## src/rtl/regfile_dbg_pkg.sv

```systemverilog
// regfile_dbg_pkg
// Shared constants, debug command encodings and the FSM state type for the
// register-file debug port (regfile_dbg_port and regfile_write_arb).
package regfile_dbg_pkg;

  localparam int DATA_W   = 16;  // register data width
  localparam int ADDR_W   = 3;   // register index width
  localparam int NUM_REGS = 8;   // register count, index 0 is read-only

  // Debug command opcodes (cmd_op)
  localparam logic [1:0] OP_NOP   = 2'b00;
  localparam logic [1:0] OP_WRITE = 2'b01;
  localparam logic [1:0] OP_READ  = 2'b10;
  localparam logic [1:0] OP_CLEAR = 2'b11;

  typedef enum logic [2:0] {
    ST_IDLE,
    ST_WRITE,
    ST_READ,
    ST_CLEAR,
    ST_RESP
  } state_t;

endpackage

```

## src/rtl/regfile_dbg_port_write_arb.sv

```systemverilog
// regfile_write_arb
// Combinational CPU-priority mux for the register-file write port.
// Ports:
//   en              - write enable gate; 0 forces rf_reg_write low
//   cpu_reg_write / cpu_write_reg / cpu_write_data - writeback request
//   dbg_write / dbg_reg / dbg_data                 - debug FSM request
//   grant           - 1 when the debug side owns the port this cycle
//   rf_reg_write / rf_write_reg / rf_write_data    - to the register file
module regfile_write_arb
  import regfile_dbg_pkg::*;
(
  input  logic              en,
  input  logic              cpu_reg_write,
  input  logic [ADDR_W-1:0] cpu_write_reg,
  input  logic [DATA_W-1:0] cpu_write_data,
  input  logic              dbg_write,
  input  logic [ADDR_W-1:0] dbg_reg,
  input  logic [DATA_W-1:0] dbg_data,
  output logic              grant,
  output logic              rf_reg_write,
  output logic [ADDR_W-1:0] rf_write_reg,
  output logic [DATA_W-1:0] rf_write_data
);

  always_comb begin
    grant         = !cpu_reg_write;
    rf_reg_write  = 1'b0;
    rf_write_reg  = dbg_reg;
    rf_write_data = dbg_data;
    if (cpu_reg_write) begin
      rf_reg_write  = 1'b1;
      rf_write_reg  = cpu_write_reg;
      rf_write_data = cpu_write_data;
    end else begin
      rf_reg_write  = dbg_write;
    end
    // Reset overrides everything, including a CPU writeback.
    rf_reg_write = rf_reg_write & en;
  end

endmodule

```

## src/rtl/regfile_dbg_port.sv

```systemverilog
// regfile_dbg_port
// Writer side of the 8x16 register-file port. Passes CPU writeback through
// to the register file and serves a debug command channel (WRITE, READ,
// CLEAR, NOP). CPU writeback always wins the write port; debug writes stall.
// Optional build macro: REGFILE_DBG_BYPASS_EN enables read-after-write
// forwarding of a same-cycle CPU write into a debug READ result.
// Ports:
//   clk, rst_n (synchronous, active-low)
//   cmd_valid/cmd_ready/cmd_op/cmd_reg/cmd_data    - debug command channel
//   rsp_valid/rsp_ready/rsp_data/rsp_err           - debug response channel
//   dbg_busy                                       - FSM not idle
//   cpu_reg_write/cpu_write_reg/cpu_write_data     - writeback input
//   rf_reg_write/rf_write_reg/rf_write_data        - register-file write port
//   rf_read_reg/rf_read_data                       - register-file read port 2
module regfile_dbg_port
  import regfile_dbg_pkg::*;
(
  input  logic              clk,
  input  logic              rst_n,
  input  logic              cmd_valid,
  output logic              cmd_ready,
  input  logic [1:0]        cmd_op,
  input  logic [ADDR_W-1:0] cmd_reg,
  input  logic [DATA_W-1:0] cmd_data,
  output logic              rsp_valid,
  input  logic              rsp_ready,
  output logic [DATA_W-1:0] rsp_data,
  output logic              rsp_err,
  output logic              dbg_busy,
  input  logic              cpu_reg_write,
  input  logic [ADDR_W-1:0] cpu_write_reg,
  input  logic [DATA_W-1:0] cpu_write_data,
  output logic              rf_reg_write,
  output logic [ADDR_W-1:0] rf_write_reg,
  output logic [DATA_W-1:0] rf_write_data,
  output logic [ADDR_W-1:0] rf_read_reg,
  input  logic [DATA_W-1:0] rf_read_data
);

  localparam logic [ADDR_W-1:0] LAST_REG = ADDR_W'(NUM_REGS - 1);

  state_t            state_reg, state_next;
  logic [ADDR_W-1:0] cmd_reg_reg, cmd_reg_next;
  logic [DATA_W-1:0] cmd_data_reg, cmd_data_next;
  logic [ADDR_W-1:0] cnt_reg, cnt_next;
  logic [DATA_W-1:0] rsp_data_reg, rsp_data_next;
  logic              rsp_err_reg, rsp_err_next;

  logic              grant;
  logic              dbg_write;
  logic [ADDR_W-1:0] dbg_wreg;
  logic [DATA_W-1:0] dbg_wdata;
  logic [DATA_W-1:0] read_value;

`ifdef REGFILE_DBG_BYPASS_EN
  // Forward a CPU write landing on the register being read this cycle.
  assign read_value = (cpu_reg_write && (cpu_write_reg == cmd_reg_reg) &&
                       (cmd_reg_reg != '0)) ? cpu_write_data : rf_read_data;
`else
  assign read_value = rf_read_data;
`endif

  regfile_write_arb u_arb (
    .en             (rst_n),
    .cpu_reg_write  (cpu_reg_write),
    .cpu_write_reg  (cpu_write_reg),
    .cpu_write_data (cpu_write_data),
    .dbg_write      (dbg_write),
    .dbg_reg        (dbg_wreg),
    .dbg_data       (dbg_wdata),
    .grant          (grant),
    .rf_reg_write   (rf_reg_write),
    .rf_write_reg   (rf_write_reg),
    .rf_write_data  (rf_write_data)
  );

  always_comb begin
    state_next    = state_reg;
    cmd_reg_next  = cmd_reg_reg;
    cmd_data_next = cmd_data_reg;
    cnt_next      = cnt_reg;
    rsp_data_next = rsp_data_reg;
    rsp_err_next  = rsp_err_reg;
    dbg_write     = 1'b0;
    dbg_wreg      = cmd_reg_reg;
    dbg_wdata     = cmd_data_reg;
    case (state_reg)
      ST_IDLE: begin
        if (cmd_valid) begin
          cmd_reg_next  = cmd_reg;
          cmd_data_next = cmd_data;
          rsp_data_next = '0;
          rsp_err_next  = 1'b0;
          case (cmd_op)
            OP_WRITE: state_next = ST_WRITE;
            OP_READ:  state_next = ST_READ;
            OP_CLEAR: begin
              state_next = ST_CLEAR;
              cnt_next   = ADDR_W'(1);
            end
            default:  state_next = ST_RESP;
          endcase
        end
      end
      ST_WRITE: begin
        if (cmd_reg_reg == '0) begin
          rsp_err_next = 1'b1;
          state_next   = ST_RESP;
        end else if (grant) begin
          dbg_write  = 1'b1;
          state_next = ST_RESP;
        end
      end
      ST_READ: begin
        rsp_data_next = read_value;
        state_next    = ST_RESP;
      end
      ST_CLEAR: begin
        dbg_wreg  = cnt_reg;
        dbg_wdata = '0;
        // A CPU write cycle freezes the sweep; no debug write is lost.
        if (grant) begin
          dbg_write = 1'b1;
          if (cnt_reg == LAST_REG) state_next = ST_RESP;
          else                     cnt_next   = cnt_reg + ADDR_W'(1);
        end
      end
      ST_RESP: begin
        if (rsp_ready) begin
          rsp_err_next = 1'b0;
          state_next   = ST_IDLE;
        end
      end
      default: state_next = ST_IDLE;
    endcase
  end

  always_ff @(posedge clk) begin
    if (!rst_n) begin
      state_reg    <= ST_IDLE;
      cmd_reg_reg  <= '0;
      cmd_data_reg <= '0;
      cnt_reg      <= '0;
      rsp_data_reg <= '0;
      rsp_err_reg  <= 1'b0;
    end else begin
      state_reg    <= state_next;
      cmd_reg_reg  <= cmd_reg_next;
      cmd_data_reg <= cmd_data_next;
      cnt_reg      <= cnt_next;
      rsp_data_reg <= rsp_data_next;
      rsp_err_reg  <= rsp_err_next;
    end
  end

  assign cmd_ready   = (state_reg == ST_IDLE);
  assign dbg_busy    = (state_reg != ST_IDLE);
  assign rsp_valid   = (state_reg == ST_RESP);
  assign rsp_data    = rsp_data_reg;
  assign rsp_err     = rsp_err_reg;
  assign rf_read_reg = cmd_reg_reg;

endmodule

```

## config.mk

```make
export PLATFORM = sky130hd
export DESIGN_NAME = regfile_dbg_port
export DESIGN_NICKNAME = d
export VERILOG_FILES = /design/src/rtl/regfile_dbg_pkg.sv /design/src/rtl/regfile_dbg_port_write_arb.sv /design/src/rtl/regfile_dbg_port.sv
export SDC_FILE = /design/constraint.sdc
export NUM_CORES = 1
export LEC_CHECK = 0
export BUFFER_PORTS_ARGS = -buffer_cell sky130_fd_sc_hd__buf_4
export CELL_PAD_IN_SITES_DETAIL_PLACEMENT = 1
export CELL_PAD_IN_SITES_GLOBAL_PLACEMENT = 1
export CORE_MARGIN = 4
export CORE_UTILIZATION = 38
export CTS_BUF_LIST = sky130_fd_sc_hd__clkbuf_8
export DETAILED_ROUTE_END_ITERATION = 10
export PLACE_DENSITY_LB_ADDON = 0.1
export SYNTH_ARGS = -nofsm -noshare
export SYNTH_HDL_FRONTEND = slang
export SYNTH_HIERARCHICAL = 1
export SYNTH_SLANG_ARGS = --single-unit
```

## constraint.sdc

```tcl
create_clock -name clk -period 3.4 [get_ports clk]
set_input_delay 0.51 -clock clk [delete_from_list [all_inputs] [get_ports clk]]
set_output_delay 0.51 -clock clk [all_outputs]
set_load 0.02 [all_outputs]
```

== Word level (Yosys, flattened, before mapping) ==
Index checks and enable logic that the tools add are counted.

* $add $sub $neg: 1
* Equal/unequal tests: 16
* Muxes and demuxes: 26
* Bitwise logic cells: 1
* Reduce and logical (&&, ||, !) cells: 11

{| class="wikitable"
|+ Operators with widths
! kind !! number
|-
| 2-to-1 mux 16 bit || 3
|-
| 2-to-1 mux 3 bit || 12
|-
| one-hot mux 16 bit (2 select lines) || 1
|-
| one-hot mux 3 bit (5 select lines) || 1
|-
| != test 2 bit (second input constant) || 5
|-
| AND reduction 5 bit || 2
|-
| one-hot mux 3 bit (3 select lines) || 1
|-
| == test 3 x 2 -> 1 bit (second input constant) || 2
|-
| == test 3 bit (second input constant) || 2
|-
| logical NOT 3 bit || 2
|-
| one-hot mux 3 bit (2 select lines) || 1
|-
| nonzero test 3 bit || 2
|-
| 2-to-1 mux 1 bit || 5
|-
| == test 2 bit (second input constant) || 2
|-
| != test 2 x 1 -> 1 bit (second input constant) || 2
|-
| AND reduction 2 bit || 2
|-
| AND reduction 4 bit || 1
|-
| nonzero test 2 bit || 2
|-
| adder 3 x 1 -> 3 bit (second input constant) || 1
|-
| == test 3 x 1 -> 1 bit (second input constant) || 1
|-
| != test 3 bit (second input constant) || 1
|-
| one-hot mux 1 bit (3 select lines) || 1
|-
| == test 2 x 1 -> 1 bit (second input constant) || 1
|-
| one-hot mux 1 bit (2 select lines) || 1
|-
| bitwise AND 1 bit || 1
|}

* Register bits after elaboration: 42
* Input port bits: 61

== Longest topological paths before layout ==
Gate-level depths: netlist of the first run.

* Depth in word-level cells: 5
* Mapped depth: 6
* Depth with buffers taken out: 5

== Modules after synthesis ==
Netlist of the first run, hierarchy kept.

{| class="wikitable"
|+ By module, submodules not included
! module !! times used !! cells each !! area an instance (um^2) !! seq. area each (um^2)
|-
| regfile_dbg_port || 1 || 230 || 1986.9 || 840.8
|-
| regfile_write_arb || 1 || 23 || 315.3 || 0.0
|}

== Worst setup path after synthesis of the first run ==
No wires, ideal clock.

* Kind: register -> output
* Start point: register state_reg[2]
* End point: output rf_write_reg[0]
* Arrival: 1.472 ns
* Data required time: 2.890 ns
* Setup slack: 1.418 ns
* Cell stages (with the launch flop): 6
* Path buffers: 2
* Path through: dfxtp_1 buf_2 nand3b_1 buf_2 mux2_2 mux2_2

* Word-level cells in the longest chain between the ends: 3

{| class="wikitable"
|+ RTL lines
! element !! line !! source
|-
| from (decl) || regfile_dbg_port.sv:42 || <nowiki>state_t state_reg, state_next;</nowiki>
|-
| from (signal assigned) || regfile_dbg_port.sv:147 || <nowiki>state_reg <= state_next;</nowiki>
|-
| == test 3 x 2 -> 1 bit || regfile_dbg_port.sv:87 || <nowiki>case (state_reg)</nowiki>
|-
| 2-to-1 mux 3 bit || regfile_dbg_port.sv:87 ||
|-
| net dbg_wreg[0] || regfile_dbg_port.sv:51 || <nowiki>logic [ADDR_W-1:0] dbg_wreg;</nowiki>
|-
| 2-to-1 mux 3 bit || regfile_dbg_port_write_arb.sv:30 || <nowiki>if (cpu_reg_write) begin</nowiki>
|-
| to (decl) || regfile_dbg_port.sv:34 || <nowiki>output logic [ADDR_W-1:0] rf_write_reg,</nowiki>
|}

The timed path passes the listed nets, and every way through them passes these cells.

== Final worst setup path of the first run ==
* Start point: register state_reg[0]
* End point: output rf_write_reg[1]

The elaborated chain is that of the path after synthesis.

==> flow_metrics.env, run 1 <==
export IMPL_pwr_share_seq_pct=36.5
export IMPL_coreArea_um2=5890
export IMPL_grt_usage_pct=17.1
export IMPL_cts_inserted_buffers=5
export IMPL_p_leak_nw=1.46
export IMPL_cp_max_fo=21
export IMPL_slew_headroom_pct=32.1
export IMPL_drtPass1Iterations=4
export IMPL_synth_edf_count=0
export IMPL_final_layout_size_suffix_gt1_share_pct=40.7
export IMPL_slowest_stage="nand3b_1"
export IMPL_synth_seq_area_share_pct=36.5
export IMPL_cts_tree="built"
export IMPL_grt_pass1_vias=2064
export IMPL_place_inst=411
export IMPL_routed_wl_um=6230
export IMPL_finalHoldViolCount=0
export IMPL_synthTopCellsByArea="dfxtp_1 37%, mux2_4 12%, nand2_1 9.9%"
export IMPL_vias=2091
export IMPL_htree_levels=2
export IMPL_clockPowerShare_pct=30.0
export IMPL_cts_resized=0
export IMPL_clk_pin_slew_worst_paths_ns=0.08
export IMPL_pre_cts_ws_ns=0.823
export IMPL_setup_violations_final=0
export IMPL_synthFlopType="dfxtp_1"
export IMPL_worstPathArrival_ns=2.36
export IMPL_yosysWarnings=6
export IMPL_fin_crit_sh_pct=84.4
export IMPL_fin_cells=419
export IMPL_chipHeight_um=85.8
export IMPL_n_antenna_cell=0
export IMPL_ys_top_cells_by_count="61 x nand2_1, 42 x dfxtp_1, 30 x a21boi_1"
export IMPL_tns_ns=0
export IMPL_internal_power_mw=1.12
export IMPL_layout_min_cycle_time_ns=2.87
export IMPL_path_cells="nand3b_1, mux2_2, mux2_4, buf_4"
export IMPL_cts_hold_buffers=0
export IMPL_port_buffers=103
export IMPL_antenna_found_initial=0
export IMPL_totalPowerFinal_mw=1.64
export IMPL_die_w_um=85.8
export IMPL_syn_nets=316
export IMPL_worstSetupStartpointType="register"
export IMPL_ys_ff_latch=42
export IMPL_mappedNetlistArea_um2=2300
export IMPL_dr_first_iter_drc_count=54
export IMPL_areaGrowthSynthToFinish_pct=37.7
export IMPL_synth_most_common_cell="nand2_1"
export IMPL_tightest_slew_ns=1.01
export IMPL_rsz0062_at_grt="false"
export IMPL_outcome="completed"
export IMPL_cts_sinks=42
export IMPL_viasPerCell=4.99
export IMPL_setup_slack_ns=0.531
export IMPL_cts_path_max_buffers=2
export IMPL_powerDensity_nw_per_um2=516
export IMPL_die_area_um2=7370
export IMPL_synthArstFlopShare_pct=0
export IMPL_vdd_drop_max_uv=302
export IMPL_clock_fmax_mhz=349
export IMPL_r2r_slack_ns=1.48
export IMPL_clk_latency_ns=0.30
export IMPL_slew_viol_final=0
export IMPL_root_buffer="clkbuf_8"
export IMPL_gp_congestion=0.712
export IMPL_postRouteAntennaNets=0
export IMPL_initial_core_util_pct=39.1
export IMPL_critPathCaptureType="primary output"
export IMPL_pwr_share_comb_pct=33.5
export IMPL_swShare_pct=31.6
export IMPL_post_cts_buffers=0
export IMPL_netlist_instances=253
export IMPL_post_route_util_pct=53.9
export IMPL_pin_count=104
export IMPL_avgRoutedWirePerCell_um=14.9
export IMPL_yosys_area_top_type_share_pct=36.5
export IMPL_skew_ns=0.00569
export IMPL_dp_final_hpwl_um=4530
export IMPL_crit_required_ns=2.89
export IMPL_slowest_delay_ns=0.59
export IMPL_worstSetupPathType="reg2out"
export IMPL_overflow=0
export IMPL_cap_violations=0
export IMPL_power_switching_mw=0.517
export IMPL_min_path_type="in2reg"
export IMPL_synth_cell_types=35
export IMPL_yosys_area_top_type="dfxtp_1"
export IMPL_rows=28
export IMPL_finalNetCount=406
export IMPL_drc=0
export IMPL_syn_area_per_cell_um2=9.10
export IMPL_grt_pass1_wl_um=10000
export IMPL_grt_max_degree=47
[worst paths after layout]
path,to,cells past startpoint,startpoint
hold / removal,cmd_data_reg[12]$_SDFFE_PN0P_,3,cmd_data[12]
setup reg to reg,state_reg[2]$_SDFFE_PN0P_,3,state_reg[2]$_SDFFE_PN0P_
setup / recovery,rf_write_reg[1],4,state_reg[0]$_SDFFE_PN0P_
hold reg to reg,cmd_data_reg[10]$_SDFFE_PN0P_,2,cmd_data_reg[10]$_SDFFE_PN0P_
[cell families after synthesis]
kind of cell,synth area share (%)
flip-flops,36.5
adder cells (fa/ha/maj),1.09
AO/OA/AOI/OAI,16.6
multiplexers,13.7
AND/OR/NAND/NOR,25.1
buffers and inverters,6.96
[power groups by stage]
stage	combinational [mW]	sequential (mW)	clock, mW
global placement	0.547	0.607	0
finish	0.547	0.598	0.491
detailed placement	0.556	0.609	0
CTS	0.557	0.598	0.500
floorplan	0.382	0.608	0
global route	0.601	0.608	0.526
[cells in the final DEF, fill, tap and decap left out]
master       n
buf_4      103
a21boi_0     5
o41ai_1      1
o2bb2ai_1    1
o311a_1      1
nor3_1       2
and2_1      18
nor3b_2      1
o21a_1       2
mux2_2       4
bufinv_16    2
clkbuf_8     6
o22ai_1      3
nand2_1     61
or3b_2       2
ha_1         2
inv_1        5
dfxtp_1     42
nand2b_1     1
or3_1        1
o211a_1      2
nor4_1       1
a21boi_1    30
and3_1       2
nand3b_1     2
nor4b_4      1
mux2_4      18
nand3_1     17
o221a_2      1
o32ai_4      1
or4b_4       1
nand4_1      1
nor2_1       3
or4b_1       1
[per-layer routing]
| layer | GRT usage [%] | routed length (µm) |
|---|---|---|
| met5 | 0 | 0 |
| met4 | 5.32 | 94 |
| met3 | 5.48 | 534 |
| met2 | 27.5 | 2930 |
| met1 | 21.9 | 2680 |
[critical path, delay by kind of cell (launching register included)]
family        cells  cell delay (ns)
buf+inv           1             0.16
simple gates      1             0.59
flops             1             0.55
mux               2             0.76
[final cells by class]
type | instances | area, µm²
flip-flops and latches | 42 | 841
clock inverters | 2 | 60.1
well taps | 75 | 93.8
repair buffers | 103 | 773
multi-input cells | 186 | 1300
fillers | 727 | 2720
inverters | 5 | 18.8
clock buffers | 6 | 82.6
[through the flow]
stage          hold slack (ns)  area (µm²)
5_1_grt                  0.442        3170
2_1_floorplan            0.430        2300
6_report                 0.447        3170
4_1_cts                  0.442        3170
3_5_place_dp             0.441        3030
3_3_place_gp             0.436        3030
No activity file was read; power rests on OpenSTA's default activity.
==> run 2, diff against run 1 <==
--- a/config.mk
+++ b/config.mk
@@ -9,7 +9,7 @@
 export CELL_PAD_IN_SITES_DETAIL_PLACEMENT = 1
 export CELL_PAD_IN_SITES_GLOBAL_PLACEMENT = 1
 export CORE_MARGIN = 4
-export CORE_UTILIZATION = 38
+export CORE_UTILIZATION = 32
 export CTS_BUF_LIST = sky130_fd_sc_hd__clkbuf_8
 export DETAILED_ROUTE_END_ITERATION = 10
 export PLACE_DENSITY_LB_ADDON = 0.1
==> constraint.sdc (replaced) <==
create_clock -name clk -period 2.62 [get_ports clk]
set_input_delay 0.393 -clock clk [delete_from_list [all_inputs] [get_ports clk]]
set_output_delay 0.393 -clock clk [all_outputs]
set_load 0.02 [all_outputs]
==> flow_metrics.env, run 2 (synthesized netlist as in run 1, its figures left out) <==
export IMPL_post_cts_buffers=0
export IMPL_grt_pass1_vias=2089
export IMPL_slew_headroom_pct=65.8
export IMPL_port_buffers=103
export IMPL_vdd_drop_max_uv=278
export IMPL_antenna_found_initial=0
export IMPL_p_leak_nw=1.47
export IMPL_cts_resized=0
export IMPL_dr_first_iter_drc_count=49
export IMPL_layout_commonest_cell="buf_4"
export IMPL_finalNetCount=412
export IMPL_htree_levels=2
export IMPL_critPathCaptureType="primary output"
export IMPL_drc=0
export IMPL_post_route_util_pct=46.2
export IMPL_fin_crit_sh_pct=88.5
export IMPL_grt_pass1_wl_um=10200
export IMPL_worstSetupStartpointType="register"
export IMPL_overflow=0
export IMPL_rsz0062_at_grt="false"
export IMPL_pin_count=104
export IMPL_initial_core_util_pct=33.3
export IMPL_drtPass1Iterations=3
export IMPL_routed_wl_um=6490
export IMPL_finalHoldViolCount=0
export IMPL_cts_inserted_buffers=5
export IMPL_min_path_type="in2reg"
export IMPL_grt_max_degree=47
export IMPL_grt_usage_pct=14.7
export IMPL_worst_hold_slack_ns=0.341
export IMPL_tns_ns=0
export IMPL_clk_pin_slew_worst_paths_ns=0.08
export IMPL_cts_tree="built"
export IMPL_skew_ns=0.00341
export IMPL_worstPathArrival_ns=1.93
export IMPL_crit_required_ns=2.23
export IMPL_totalPowerFinal_mw=1.94
export IMPL_final_cell_mix="109 x buf_4, 61 x nand2_1, 42 x dfxtp_1, 30 x a21boi_1"
export IMPL_die_area_um2=8620
export IMPL_place_area_um2=3080
export IMPL_viasPerCell=4.66
export IMPL_cts_sinks=42
export IMPL_worstSetupPathType="reg2out"
export IMPL_root_buffer="clkbuf_8"
export IMPL_powerDensity_nw_per_um2=608
export IMPL_cts_hold_buffers=0
export IMPL_num_fill_cells=868
export IMPL_cts_path_max_buffers=2
export IMPL_slew_viol_final=0
export IMPL_tightest_slew_ns=0.508
export IMPL_die_w_um=92.8
export IMPL_avgRoutedWirePerCell_um=14.5
export IMPL_chipHeight_um=92.8
export IMPL_outcome="completed"
export IMPL_clk_latency_ns=0.29
export IMPL_n_antenna_cell=0
export IMPL_coreArea_um2=6910
export IMPL_areaGrowthSynthToFinish_pct=38.6
export IMPL_gp_congestion=0.761
export IMPL_dp_final_hpwl_um=4650
export IMPL_fin_area_um2=3190
export IMPL_rows=30
export IMPL_clock_fmax_mhz=431
export IMPL_cp_max_fo=12
export IMPL_layout_min_cycle_time_ns=2.32
export IMPL_setup_violations_final=0
export IMPL_vias=2080
export IMPL_final_layout_size_suffix_gt1_share_pct=41.4
export IMPL_postRouteAntennaNets=0
export IMPL_cap_violations=0
## run 2: cell types whose count changed in the layout (fill, tap and decap cells not counted), sizes merged
cell	before	now
buf	103	109
bufinv	2	0
clkinv	0	1
inv	5	6
## run 2: area by class of cell
cell class	count	area [µm²]	share of cell area, %
Sequential cell	42	841	26.4
Clock inverter	2	8.76	0.275
Multi-Input combinational cell	186	1300	40.8
Tap cell	96	120	3.76
Inverter	5	18.8	0.588
Clock buffer	6	82.6	2.59
Timing Repair Buffer	109	818	25.6
## run 2: per-stage QoR
stage / setup slack (ns) / instances
global route: 0.189 / 446
finish: 0.301 / 446
global placement: 0.473 / 436
floorplan: 0.755 / 253
detailed placement: 0.412 / 436
CTS: 0.0859 / 444
## run 2: worst paths after layout
check                                      from                            end  slack [ns]  cells after the start
setup reg to reg      state_reg[1]$_SDFFE_PN0P_        cnt_reg[1]$_SDFFE_PN0P_        0.87                      3
setup / recovery      state_reg[1]$_SDFFE_PN0P_              rf_write_data[13]        0.30                      6
hold / removal                  rf_read_data[6]       rsp_data[6]$_SDFFE_PN0P_        0.34                      3
hold reg to reg   cmd_data_reg[14]$_SDFFE_PN0P_  cmd_data_reg[14]$_SDFFE_PN0P_        0.45                      2
## run 2: per-layer routing
metal | wire length, µm | track usage [%] | part of all wire [%]
met3 | 484 | 4.79 | 7.5
met5 | 0 | 0 | 0
met1 | 2870 | 17.9 | 44
met4 | 59 | 3.66 | 0.91
met2 | 3070 | 25.0 | 47
## run 2: worst max-delay path, stage by stage (launching register included)
cell	delay, ns
dfxtp_1	0.57
nand3b_1	0.13
buf_4	0.19
buf_4	0.17
and2_1	0.16
mux2_4	0.26
buf_4	0.15
## run 2: where the power goes
| part | internal, mW | total [mW] | switching (mW) |
|---|---|---|---|
| sequential | 0.710 | 0.764 | 0.0539 |
| clock | 0.209 | 0.433 | 0.224 |
| combinational | 0.350 | 0.743 | 0.393 |
==> run 3, diff against run 2 <==
--- a/config.mk
+++ b/config.mk
@@ -6,7 +6,7 @@
 export NUM_CORES = 1
 export LEC_CHECK = 0
 export BUFFER_PORTS_ARGS = -buffer_cell sky130_fd_sc_hd__buf_4
-export CELL_PAD_IN_SITES_DETAIL_PLACEMENT = 1
+export CELL_PAD_IN_SITES_DETAIL_PLACEMENT = 0
 export CELL_PAD_IN_SITES_GLOBAL_PLACEMENT = 1
 export CORE_MARGIN = 4
 export CORE_UTILIZATION = 32
==> flow_metrics.env, run 3 (synthesized netlist as in run 1, its figures left out) <==
export IMPL_grt_max_degree=47
export IMPL_crit_required_ns=2.23
export IMPL_vias=2079
export IMPL_outcome="completed"
export IMPL_cts_path_max_buffers=2
export IMPL_cts_hold_buffers=0
export IMPL_antenna_found_initial=0
export IMPL_setup_violations_final=0
export IMPL_crit_start="state_reg[0]$_SDFFE_PN0P_"
export IMPL_setup_slack_ns=0.309
export IMPL_dr_first_iter_drc_count=77
export IMPL_p_leak_nw=1.47
export IMPL_pre_cts_ws_ns=0.410
export IMPL_coreArea_um2=6910
export IMPL_place_inst=436
export IMPL_grt_pass1_wl_um=9720
export IMPL_overflow=0
export IMPL_tightest_slew_ns=0.426
export IMPL_n_antenna_cell=0
export IMPL_maxUsedRoutingLayer="met4"
export IMPL_root_buffer="clkbuf_8"
export IMPL_cts_sinks=42
export IMPL_layout_min_cycle_time_ns=2.31
export IMPL_worstSetupStartpointType="register"
export IMPL_multi_input_area_um2=1300
export IMPL_final_layout_size_suffix_gt1_share_pct=41.3
export IMPL_min_from="cmd_data[8]"
export IMPL_cts_tree="built"
export IMPL_wl_met1_um=2640
export IMPL_num_fill_cells=730
export IMPL_totalPowerFinal_mw=1.94
export IMPL_rsz0062_at_grt="false"
export IMPL_viasPerCell=4.67
export IMPL_holdPathEnd="cmd_data_reg[8]$_SDFFE_PN0P_"
export IMPL_chipHeight_um=92.8
export IMPL_cts_inserted_buffers=5
export IMPL_whs_path_depth=3
export IMPL_clk_latency_ns=0.29
export IMPL_layout_commonest_cell="buf_4"
export IMPL_final_cell_mix="108 x buf_4, 61 x nand2_1, 42 x dfxtp_1, 30 x a21boi_1"
export IMPL_slew_viol_final=0
export IMPL_die_w_um=92.8
export IMPL_met2WireLength_um=2750
export IMPL_r2r_end="cnt_reg[1]$_SDFFE_PN0P_"
export IMPL_fin_cells=445
export IMPL_routed_wl_um=6070
export IMPL_fin_crit_sh_pct=88.2
export IMPL_clk_pin_slew_worst_paths_ns=0.08
export IMPL_rows=30
export IMPL_reg2regPathDepth=3
export IMPL_wl_met3_um=616
export IMPL_gp_congestion=0.761
export IMPL_cap_violations=0
export IMPL_skew_ns=0.00445
export IMPL_min_path_type="in2reg"
export IMPL_drtPass1Iterations=4
export IMPL_clock_fmax_mhz=433
export IMPL_die_area_um2=8620
export IMPL_r2r_slack_ns=0.92
export IMPL_vdd_drop_max_uv=224
export IMPL_dp_final_hpwl_um=4320
export IMPL_pin_count=104
export IMPL_postRouteAntennaNets=0
export IMPL_finalNetCount=411
export IMPL_seqCellArea_um2=841
export IMPL_finalHoldViolCount=0
export IMPL_powerDensity_nw_per_um2=608
export IMPL_port_buffers=103
export IMPL_post_cts_buffers=0
export IMPL_tns_ns=0
export IMPL_areaGrowthSynthToFinish_pct=38.3
export IMPL_cts_resized=0
export IMPL_slew_headroom_pct=71.4
export IMPL_htree_levels=2
export IMPL_grt_pass1_vias=1973
export IMPL_worstPathArrival_ns=1.92
export IMPL_grt_usage_pct=13.9
export IMPL_initial_core_util_pct=33.3
export IMPL_cp_max_fo=10
export IMPL_r2r_start="state_reg[1]$_SDFFE_PN0P_"
export IMPL_avgRoutedWirePerCell_um=13.6
export IMPL_worstSetupPathType="reg2out"
export IMPL_critPathCaptureType="primary output"
export IMPL_drc=0
## run 3: cell type report
type	count	share of cell area (%)
Tap cell	96	3.77
Inverter	5	0.590
Clock buffer	6	2.59
Timing Repair Buffer	108	25.5
Sequential cell	42	26.4
Multi-Input combinational cell	186	40.9
Clock inverter	2	0.275
## run 3: metal layers
layer	global-route usage, %	vias up
met1	17.6	943
li1	-	1055
met3	4.87	7
met2	22.2	74
met5	0	-
met4	4.03	0
## run 3: critical path, stage by stage, from the launching register on
cell and delay (ns):
dfxtp_1 0.55, nand3b_1 0.25, buf_4 0.23, and2_1 0.16
mux2_4 0.26, buf_4 0.16
## run 3: metrics by stage
stage | hold WS [ns] | utilization, % | area (µm²)
finish | 0.335 | 46.1 | 3180
global route | 0.332 | 46.1 | 3180
CTS | 0.327 | 46.0 | 3180
detailed placement | 0.442 | 44.7 | 3080
global placement | 0.437 | 44.7 | 3080
floorplan | 0.430 | - | 2300
## run 3: power breakdown
| group | switching, mW | internal [mW] | leakage [nW] | total, mW |
|---|---|---|---|---|
| Sequential | 0.0528 | 0.710 | 0.342 | 0.763 |
| Combinational | 0.389 | 0.349 | 1.07 | 0.738 |
| Clock | 0.227 | 0.209 | 0.0524 | 0.436 |
| Total | 0.668 | 1.27 | 1.47 | 1.94 |
## run 3: how the worst max path moves through the flow
stage	endpoint	cells past startpoint
floorplan	rf_write_reg[0]	5
global placement	rf_write_data[12]	5
detailed placement	rf_write_data[7]	5
CTS	rf_write_data[7]	5
global route	rf_write_data[15]	5
finish	rf_write_data[8]	5
